--- src/rtl/plab3_mem_line_word_adapter_pkg.sv ---
// ============================================================================
// Module   : plab3_mem_line_word_adapter_pkg
// Brief    : Shared constants for the line-to-word memory adapter.
// Revision : 1.0 - initial release
// ============================================================================
`default_nettype none

package plab3_mem_line_word_adapter_pkg;

    localparam int         c_TYPE_NBITS      = 3;
    localparam int         c_TEST_NBITS      = 2;
    localparam logic [2:0] c_MSG_READ        = 3'd0;
    localparam logic [2:0] c_MSG_WRITE       = 3'd1;

    localparam int         c_WORDS_PER_LINE  = 4;
    localparam logic [2:0] c_CNT_FULL        = 3'd4;
    localparam logic [2:0] c_CNT_LAST        = 3'd3;

    typedef logic [1:0] state_t;
    localparam state_t c_STATE_IDLE = 2'd0;
    localparam state_t c_STATE_XFER = 2'd1;
    localparam state_t c_STATE_RESP = 2'd2;

endpackage

// Word address inside a 16-byte line: keep the line base, insert the word index.
`define PLAB3_MLWA_WORD_ADDR(base, idx) {base[$bits(base)-1:4], idx, 2'b00}

`default_nettype wire

--- src/rtl/plab3_mem_line_word_adapter_ctrl.sv ---
// ============================================================================
// Module   : plab3_mem_line_word_adapter_ctrl
// Brief    : FSM and send/receive word counters for the line-word adapter.
// Config   : PLAB3_MEM_LINE_WORD_ADAPTER_PIPELINE_EN (multiple outstanding words)
// Revision : 1.0 - initial release
// ============================================================================
`default_nettype none

module plab3_mem_line_word_adapter_ctrl
    import plab3_mem_line_word_adapter_pkg::*;
(
    input  logic       clk,
    input  logic       rst_n,
    input  logic       i_linereq_val,
    output logic       o_linereq_rdy,
    output logic       o_linereq_go,
    output logic       o_wordreq_val,
    input  logic       i_wordreq_rdy,
    input  logic       i_wordresp_val,
    output logic       o_wordresp_rdy,
    output logic       o_wordresp_go,
    output logic       o_lineresp_val,
    input  logic       i_lineresp_rdy,
    output logic [2:0] o_send_cnt,
    output logic [2:0] o_recv_cnt
);

    state_t     r_state;
    state_t     w_state_next;
    logic [2:0] r_send_cnt;
    logic [2:0] r_recv_cnt;
    logic       w_wordreq_go;
    logic       w_lineresp_go;

    assign o_linereq_go  = i_linereq_val && o_linereq_rdy;
    assign w_wordreq_go  = o_wordreq_val && i_wordreq_rdy;
    assign o_wordresp_go = i_wordresp_val && o_wordresp_rdy;
    assign w_lineresp_go = o_lineresp_val && i_lineresp_rdy;
    assign o_send_cnt    = r_send_cnt;
    assign o_recv_cnt    = r_recv_cnt;

    always_ff @(posedge clk or negedge rst_n) begin
        if (!rst_n) begin
            r_state <= c_STATE_IDLE;
        end else begin
            r_state <= w_state_next;
        end
    end

    always_comb begin
        w_state_next = r_state;
        case (r_state)
            c_STATE_IDLE: if (o_linereq_go) w_state_next = c_STATE_XFER;
            c_STATE_XFER: if (o_wordresp_go && (r_recv_cnt == c_CNT_LAST)) w_state_next = c_STATE_RESP;
            c_STATE_RESP: if (w_lineresp_go) w_state_next = c_STATE_IDLE;
            default:      w_state_next = c_STATE_IDLE;
        endcase
    end

    always_comb begin
        o_linereq_rdy  = 1'b0;
        o_wordreq_val  = 1'b0;
        o_wordresp_rdy = 1'b0;
        o_lineresp_val = 1'b0;
        case (r_state)
            // Gated by rst_n so the cache sees rdy low for the whole reset pulse.
            c_STATE_IDLE: o_linereq_rdy = rst_n;
            c_STATE_XFER: begin
`ifdef PLAB3_MEM_LINE_WORD_ADAPTER_PIPELINE_EN
                o_wordreq_val  = (r_send_cnt < c_CNT_FULL);
`else
                o_wordreq_val  = (r_send_cnt < c_CNT_FULL) && (r_recv_cnt == r_send_cnt);
`endif
                o_wordresp_rdy = (r_recv_cnt < r_send_cnt);
            end
            c_STATE_RESP: o_lineresp_val = 1'b1;
            default: ;
        endcase
    end

    // Counters saturate at a full line; they are cleared when a new line is taken.
    always_ff @(posedge clk or negedge rst_n) begin
        if (!rst_n) begin
            r_send_cnt <= 3'd0;
            r_recv_cnt <= 3'd0;
        end else if (o_linereq_go) begin
            r_send_cnt <= 3'd0;
            r_recv_cnt <= 3'd0;
        end else begin
            if (w_wordreq_go && (r_send_cnt < c_CNT_FULL)) r_send_cnt <= r_send_cnt + 3'd1;
            if (o_wordresp_go && (r_recv_cnt < c_CNT_FULL)) r_recv_cnt <= r_recv_cnt + 3'd1;
        end
    end

endmodule

`default_nettype wire

--- src/rtl/plab3_mem_line_word_adapter.sv ---
// ============================================================================
// Module   : plab3_mem_line_word_adapter
// Brief    : Splits 128-bit cacheline requests into 32-bit word transactions
//            and reassembles the word responses into a line response.
// Config   : PLAB3_MEM_LINE_WORD_ADAPTER_PIPELINE_EN (multiple outstanding words)
// Revision : 1.0 - initial release
// ============================================================================
`default_nettype none

module plab3_mem_line_word_adapter
    import plab3_mem_line_word_adapter_pkg::*;
#(
    parameter int OPAQUE_NBITS = 8,
    parameter int ABW          = 32,
    parameter int DBW          = 32,
    parameter int CLW          = 128
)(
    input  logic                                                clk,
    input  logic                                                reset,
    input  logic                                                sd,
    input  logic                                                linereq_val,
    output logic                                                linereq_rdy,
    input  logic [3+OPAQUE_NBITS+ABW+$clog2(CLW/8)+CLW-1:0]     linereq_msg,
    output logic                                                lineresp_val,
    input  logic                                                lineresp_rdy,
    output logic [3+OPAQUE_NBITS+2+$clog2(CLW/8)+CLW-1:0]       lineresp_msg,
    output logic                                                wordreq_val,
    input  logic                                                wordreq_rdy,
    output logic [3+OPAQUE_NBITS+ABW+$clog2(DBW/8)+DBW-1:0]     wordreq_msg,
    input  logic                                                wordresp_val,
    output logic                                                wordresp_rdy,
    input  logic [3+OPAQUE_NBITS+2+$clog2(DBW/8)+DBW-1:0]       wordresp_msg
);

    localparam int c_LLEN       = $clog2(CLW/8);
    localparam int c_WLEN       = $clog2(DBW/8);
    localparam int c_ADDR_LSB   = CLW + c_LLEN;
    localparam int c_OPAQUE_LSB = c_ADDR_LSB + ABW;
    localparam int c_TYPE_LSB   = c_OPAQUE_LSB + OPAQUE_NBITS;

    logic [c_TYPE_NBITS-1:0] r_type;
    logic [OPAQUE_NBITS-1:0] r_opaque;
    logic [ABW-1:0]          r_addr;
    logic [CLW-1:0]          r_data;
    logic [CLW-1:0]          r_line;

    logic       w_linereq_go;
    logic       w_wordresp_go;
    logic [2:0] w_send_cnt;
    logic [2:0] w_recv_cnt;
    logic [1:0] w_word_idx;
    logic       w_is_read;
    logic [DBW-1:0] w_wordreq_data;
    logic [CLW-1:0] w_lineresp_data;

    plab3_mem_line_word_adapter_ctrl u_ctrl (
        .clk            (clk),
        .rst_n          (reset),
        .i_linereq_val  (linereq_val),
        .o_linereq_rdy  (linereq_rdy),
        .o_linereq_go   (w_linereq_go),
        .o_wordreq_val  (wordreq_val),
        .i_wordreq_rdy  (wordreq_rdy),
        .i_wordresp_val (wordresp_val),
        .o_wordresp_rdy (wordresp_rdy),
        .o_wordresp_go  (w_wordresp_go),
        .o_lineresp_val (lineresp_val),
        .i_lineresp_rdy (lineresp_rdy),
        .o_send_cnt     (w_send_cnt),
        .o_recv_cnt     (w_recv_cnt)
    );

    // Anything that is not a read (write, init, ...) moves data toward memory.
    assign w_is_read = (r_type == c_MSG_READ);

    always_ff @(posedge clk or negedge reset) begin
        if (!reset) begin
            r_type   <= '0;
            r_opaque <= '0;
            r_addr   <= '0;
            r_data   <= '0;
            r_line   <= '0;
        end else if (w_linereq_go) begin
            r_type   <= linereq_msg[c_TYPE_LSB +: c_TYPE_NBITS];
            r_opaque <= linereq_msg[c_OPAQUE_LSB +: OPAQUE_NBITS];
            r_addr   <= linereq_msg[c_ADDR_LSB +: ABW];
            r_data   <= linereq_msg[CLW-1:0];
            r_line   <= '0;
        end else if (w_wordresp_go && w_is_read) begin
            r_line[int'(w_recv_cnt[1:0])*DBW +: DBW] <= wordresp_msg[DBW-1:0];
        end
    end

    assign w_word_idx      = w_send_cnt[1:0];
    assign w_wordreq_data  = w_is_read ? {DBW{1'b0}} : r_data[int'(w_word_idx)*DBW +: DBW];
    assign w_lineresp_data = w_is_read ? r_line : {CLW{1'b0}};

    assign wordreq_msg = {r_type,
                          OPAQUE_NBITS'(w_send_cnt),
                          `PLAB3_MLWA_WORD_ADDR(r_addr, w_word_idx),
                          {c_WLEN{1'b0}},
                          w_wordreq_data};

    assign lineresp_msg = {r_type,
                           r_opaque,
                           {c_TEST_NBITS{1'b0}},
                           {c_LLEN{1'b0}},
                           w_lineresp_data};

endmodule

`default_nettype wire

--- config.mk ---
export PLATFORM = sky130hd
export DESIGN_NAME = plab3_mem_line_word_adapter
export DESIGN_NICKNAME = d
export VERILOG_FILES = /design/src/rtl/plab3_mem_line_word_adapter_pkg.sv /design/src/rtl/plab3_mem_line_word_adapter_ctrl.sv /design/src/rtl/plab3_mem_line_word_adapter.sv
export SDC_FILE = /design/constraint.sdc
export NUM_CORES = 1
export LEC_CHECK = 0
export BUFFER_PORTS_ARGS = -buffer_cell sky130_fd_sc_hd__buf_2
export CORE_AREA = 4 4 173 175
export CTS_CLUSTER_SIZE = 12
export DETAILED_ROUTE_END_ITERATION = 7
export DIE_AREA = 0 0 177 179
export HOLD_SLACK_MARGIN = 0.12
export PLACE_DENSITY = 0.81
export SETUP_SLACK_MARGIN = 0.05
export SYNTH_ARGS = -nofsm -noshare
export SYNTH_HDL_FRONTEND = slang
export SYNTH_HIERARCHICAL = 1
export SYNTH_SLANG_ARGS = --single-unit
export TNS_END_PERCENT = 1
--- constraint.sdc ---
create_clock -name clk -period 4 [get_ports clk]
set_input_delay 0.6 -clock clk [delete_from_list [all_inputs] [get_ports clk]]
set_output_delay 0.6 -clock clk [all_outputs]
set_load 0.005 [all_outputs]
Word level (Yosys, flattened, before mapping)
Index checks and enable logic that the tools add are counted.
W data, S select, Z words.
{"block": "op_classes", "add_sub_neg": 3, "multipliers": 0, "div": 0, "n_lt_le_gt_ge": 3, "eq_ne": 7, "shift": 3, "muxes": 17, "n_bitwise": 0, "reduce_logical": 15}
{"op": "$mux W128", "n": 3}
{"op": "$bwmux W128", "n": 1}
{"op": "$shift A32 B33 Y128 const A", "n": 1}
{"op": "$shiftx A128 B8 Y32", "n": 1}
{"op": "$shiftx A32 B33 Y128", "n": 1}
{"op": "$neg A7 Y33", "n": 1}
{"op": "$mux W32", "n": 1}
{"op": "$mux W3", "n": 4}
{"op": "$logic_and A1 B1 Y1", "n": 9}
{"op": "$add A3 B1 Y3 const B", "n": 2}
{"op": "$lt A3 B3 Y1 const B", "n": 2}
{"op": "$mux W2", "n": 3}
{"op": "$ne A2 B1 Y1 const B", "n": 3}
{"op": "$pmux W2 S3", "n": 1}
{"op": "$reduce_bool A2 Y1", "n": 3}
{"op": "$mux W1", "n": 4}
{"op": "$eq A3 B2 Y1 const B", "n": 1}
{"op": "$eq A3 B3 Y1", "n": 1}
{"op": "$logic_not A3 Y1", "n": 1}
{"op": "$lt A3 B3 Y1", "n": 1}
{"op": "$reduce_and A3 Y1", "n": 1}
{"op": "$eq A2 B1 Y1 const B", "n": 1}
{"op": "$eq A2 B2 Y1 const B", "n": 1}
{"op": "$logic_not A2 Y1", "n": 1}
{"block": "word_totals", "reg_bits": 307, "latchBits": 0, "mem_bits_rw": 0, "rom_bits": 0, "output_inout_bits": 226, "n_memories": 0}

Depth between registers and ports, before layout
{"block": "logic_depth", "depth_word": 7, "depth_mapped": 12, "depth_no_buf": 9}

Hierarchy
Netlist, hierarchy kept.
{"mod": "plab3_mem_line_word_adapter", "instances": 1, "cells_each": 1192, "area_per_inst_um2": 14262.4}
{"mod": "plab3_mem_line_word_adapter_ctrl", "instances": 1, "cells_each": 50, "area_per_inst_um2": 488.0}

Worst setup path after synthesis
OpenSTA, ideal clock, no wires.
{"block": "synth_path", "kind": "input to register", "startpoint": "in reset", "endpoint": "reg r_data[0]", "setup_ns": 0.125, "arrival_ns": 2.258, "required_ns": 3.875, "path_slack_ns": 1.618, "path_stages": 8, "path_buffers": 4, "cell_sequence": "nor3b_1 > nand2_1 > inv_2 > buf_2 > buf_2 > buf_2 > buf_2 > mux2_2"}
{"block": "synth_between", "elab_chain_cells": 2}
{"element": "from (decl)", "line": "plab3_mem_line_word_adapter.sv:19", "text": "input logic reset,"}
{"element": "$mux W1", "line": "plab3_mem_line_word_adapter_ctrl.sv:65", "text": "case (r_state)"}
{"element": "$logic_and A1 B1 Y1", "line": "plab3_mem_line_word_adapter_ctrl.sv:35", "text": "assign o_linereq_go = i_linereq_val && o_linereq_rdy;"}
{"element": "named net w_linereq_go", "line": "plab3_mem_line_word_adapter.sv:47", "text": "logic w_linereq_go;"}
{"element": "to (signal assigned)", "line": "plab3_mem_line_word_adapter.sv:87", "text": "r_data <= linereq_msg[CLW-1:0];"}
{"element": "to (decl)", "line": "plab3_mem_line_word_adapter.sv:44", "text": "logic [CLW-1:0] r_data;"}
The timed path passes the listed nets, and every way through them passes these cells.
A chain may end at the register's enable or synchronous reset.

Final worst setup path
{"block": "layout_path", "startpoint": "reg r_type[2]", "endpoint": "out lineresp_msg[96]"}
{"block": "layout_between", "elab_chain_cells": 2}
{"element": "from (decl)", "line": "plab3_mem_line_word_adapter.sv:41", "text": "logic [c_TYPE_NBITS-1:0] r_type;"}
{"element": "from (signal assigned)", "line": "plab3_mem_line_word_adapter.sv:84", "text": "r_type <= linereq_msg[c_TYPE_LSB +: c_TYPE_NBITS];"}
{"element": "$logic_not A3 Y1", "line": "plab3_mem_line_word_adapter.sv:74", "text": "assign w_is_read = (r_type == c_MSG_READ);"}
{"element": "$mux W128", "line": "plab3_mem_line_word_adapter.sv:96", "text": "assign w_lineresp_data = w_is_read ? r_line : {CLW{1'b0}};"}
{"element": "to (decl)", "line": "plab3_mem_line_word_adapter.sv:26", "text": "output logic [3+OPAQUE_NBITS+2+$clog2(CLW/8)+CLW-1:0] lineresp_msg,"}
Every way passes these cells.

==> flow_summary_export.csv <==
group,metric,value,unit
logic_synthesis,synth_top_area_cell,"dfrtp_1",
timing,tns,0,ns
pwr,p_int,5757,µW
timing,slew_viol_final,0,
floorplanning,initial_core_util,51.81,%
floorplanning,rows,62,
final_layout,fin_util,63.35,%
critical_path,cp_slowest_stage_delay,0.75,ns
detailed_routing,drt-pass1-iter-count,6,
floorplanning,die_w,177,µm
timing,hold_viol,0,
cts,cts.root.buffer_cell,"clkbuf_16",
critical_path,reg2reg_from,"u_ctrl/o_recv_cnt[1]",
timing,setup_viol,0,
cts,htree_levels,2,
pwr,power_leakage,0.009123,µW
placement,dp_hpwl,27710,µm
critical_path,path_class,"flop to primary output",
critical_path,worstPathArrival,2.50,ns
pwr,power.share.clock,36.8,%
critical_path,critPathRequiredTime,3.40,ns
floorplanning,die_area,31680,µm²
logic_synthesis,avgSynthCellArea,11.88,µm²
detailed_routing,via_per_inst,5.608,
cts,cts_buffers,34,
detailed_routing,initialDrtViolationCount,1200,
final_layout,num-fill-cells,2255,
critical_path,worst_setup_path_end_kind,"primary output",
logic_synthesis,ys_seq_elements,303,
timing,slew_headroom,32.20,%
floorplanning,coreArea,28470,µm²
final_layout,syn_to_final_growth,22.27,%
timing,timing.fmax,0.3231,GHz
logic_synthesis,ys_top_cells_by_area,"dfrtp_1 51%, mux2_2 13%, and2_1 5.6%",
cts,cts_hold_buf,1,
timing,fin_crit,3.095,ns
global_routing,grtUsageTotal,25.20,%
logic_synthesis,synth_area,14750,µm²
worst_hold_path,min_from,"linereq_msg[47]",
cts,cts_resized,0,
logic_synthesis,async_reset_ff_share,100.0,%
outcome,run_status,"completed",
timing,fin_skew,0.01787,ns
final_layout,nets,1840,
placement,port_buffers,415,
cts,clk_pin_slew,0.06,ns
pwr,peakVddDrop,0.3698,mV
logic_synthesis,synth_ff_type,"dfrtp_1",
critical_path,worst-r2r-setup-slack,1.14,ns
logic_synthesis,ys_types,42,
detailed_routing,ant_nets,0,
logic_synthesis,synth_warnings,6,
global_routing,grt_pass1_vias,11657,
detailed_routing,drt-total-wl,41360,µm
final_layout,layoutNonFillerInstCount,2013,
placement,dp.cells,1947,
critical_path,crit_slowest_cell,"buf_4",
pwr,p_sw,2381,µW
worst_hold_path,worstHoldPathType,"primary input to flop",
critical_path,crit_fanout,126,
placement,gp_congestion,0.7989,
timing,max_slew.worst_pin.slew,1.017,ns
worst_hold_path,whs_path_depth,2,
logic_synthesis,postSynthCellCount,1242,
pwr,pwr-share-seq,41.9,%
detailed_routing,drc_errors,0,
timing,rsz0062_at_grt,"false",
logic_synthesis,synth_top_area_share,51.40,%
cts,cts_sinks,303,
global_routing,grt_first_pass_wirelength,63290,µm
cts,insertion_delay,0.51,ns
critical_path,worstReg2RegEnd,"r_line[44]",
pwr,power-per-cell-area,451.2,nW/µm²
detailed_routing,dr_total_vias,11288,
critical_path,ff2ff_path_depth,9,
detailed_routing,detail_route.wl_per_cell,20.55,µm
critical_path,path_cells,"nor3_4 -> buf_4 -> and2_1 -> buf_2",
cts,clockBufferDepth,3,
global_routing,grt-ovfl-total,0,
cts,cts_tree,"built",
floorplanning,die-height,179,µm
logic_synthesis,yosysSeqAreaShare,51.40,%
global_routing,grt_max_degree,127,
pwr,p_comb_share,21.3,%
critical_path,start_kind,"flop",
run,maxCapViolCount,0,
worst_hold_path,hold_path_end,"r_data[47]",
final_layout,layout_common_cells,"414 x buf_2, 302 x dfrtp_1, 167 x mux2_2, 133 x and2_1, 128 x nand2b_1",
floorplanning,pin_count,455,
logic_synthesis,synth_edf_count,0,
timing,fin_crit_sh,77.38,%
global_routing,antenna_found_initial,13,
pwr,switching_share,29.26,%
cts,post-cts-setup-buffers,0,
final_layout,layout_commonest_cell,"buf_2",
final_layout,drive_above_1_share,44.85,%
layer usage:
layer	vias to the layer above	track usage, %	part of all wire [%]
li1	5045	-	-
met1	5624	30.57	37
met2	515	43.23	50
met3	94	7.065	9.0
met4	10	9.317	3.5
met5	-	0	0.16
power groups by stage:
stage | clock network, µW | logic, µW | registers [µW]
floorplan | 0 | 1100 | 3430
global placement | 0 | 1710 | 3450
CTS | 3050 | 1750 | 3410
finish | 2990 | 1730 | 3410
detailed placement | 0 | 1730 | 3460
global route | 3170 | 1910 | 3440
stage by stage:
| step | hold slack (ns) | area (µm²) | worst slack, ns | power [µW] |
|---|---|---|---|---|
| after floorplan | 0.3044 | 14800 | 1.618 | 4528 |
| after global placement | 0.4245 | 16950 | 1.097 | 5154 |
| after detailed placement | 0.4248 | 16950 | 1.076 | 5196 |
| after CTS | 0.2997 | 18020 | 0.9276 | 8212 |
| after global routing | 0.3048 | 18040 | 0.7287 | 8516 |
| final | 0.3158 | 18040 | 0.9050 | 8138 |
area by class of cell:
| class | count | area, µm² | share of cell area [%] |
|---|---|---|---|
| sequential | 303 | 7584 | 42.05 |
| multi-input combinational | 807 | 6511 | 36.10 |
| timing repair buffer | 443 | 2337 | 12.96 |
| clock buffer | 47 | 929.6 | 5.154 |
| tap | 384 | 480.5 | 2.664 |
| clock inverter | 10 | 125.1 | 0.6937 |
| inverter | 11 | 48.80 | 0.2706 |
| antenna | 8 | 20.02 | 0.1110 |
how the worst max path moves through the flow:
stage,start,endpoint,slack [ns],cells after the start
after floorplan,reset,r_data[0],1.62,8
after global placement,reset,r_data[93],1.10,6
after detailed placement,reset,r_data[91],1.08,6
after CTS,r_type[2],lineresp_msg[30],0.93,4
after global routing,reset,r_line[127],0.73,9
final,r_type[2],lineresp_msg[96],0.90,4
cells in the mapped netlist (3+ instances only):
cell type and instances:
a21oi_1 62, a31o_1 34, a31o_2 28, and2_1 133, buf_2 49, buf_4 26, buf_6 3, clkbuf_1 55
dfrtp_1 303, ha_1 11, inv_1 10, mux2_2 167, mux2i_1 4, mux4_2 32, nand2_1 5, nand2b_1 128
nand4_1 66, nor2b_1 33, o21ai_0 60, o21ai_1 6
sequential cells by signal (all words and copies together), names as in the netlist:
register and flops:
r_data 128, u_ctrl/o_send_cnt 3, u_ctrl/o_recv_cnt 3, r_line 128, r_opaque 8, r_addr 28
u_ctrl/r_state 2, r_type 3
cell families (layout without fill, tap and decap cells):
kind of cell,Yosys count,count (layout),share of synthesized area (%)
compound gates,194,194,8.220
xor+xnor,1,1,0.05939
fa+ha+maj,11,11,0.9331
buf+inv,146,511,4.945
flops,303,303,51.40
mux,203,203,17.91
other cells,1,23,0.02542
simple gates,383,383,16.51
worst max-delay path: cells and delay by family, from the launching register on:
kind	cells	cell delay [ns]
buffers and inverters	2	0.88
AND/OR/NAND/NOR	2	0.53
flip-flops	1	0.48
Note: power is estimated with default switching activity, not from simulation.
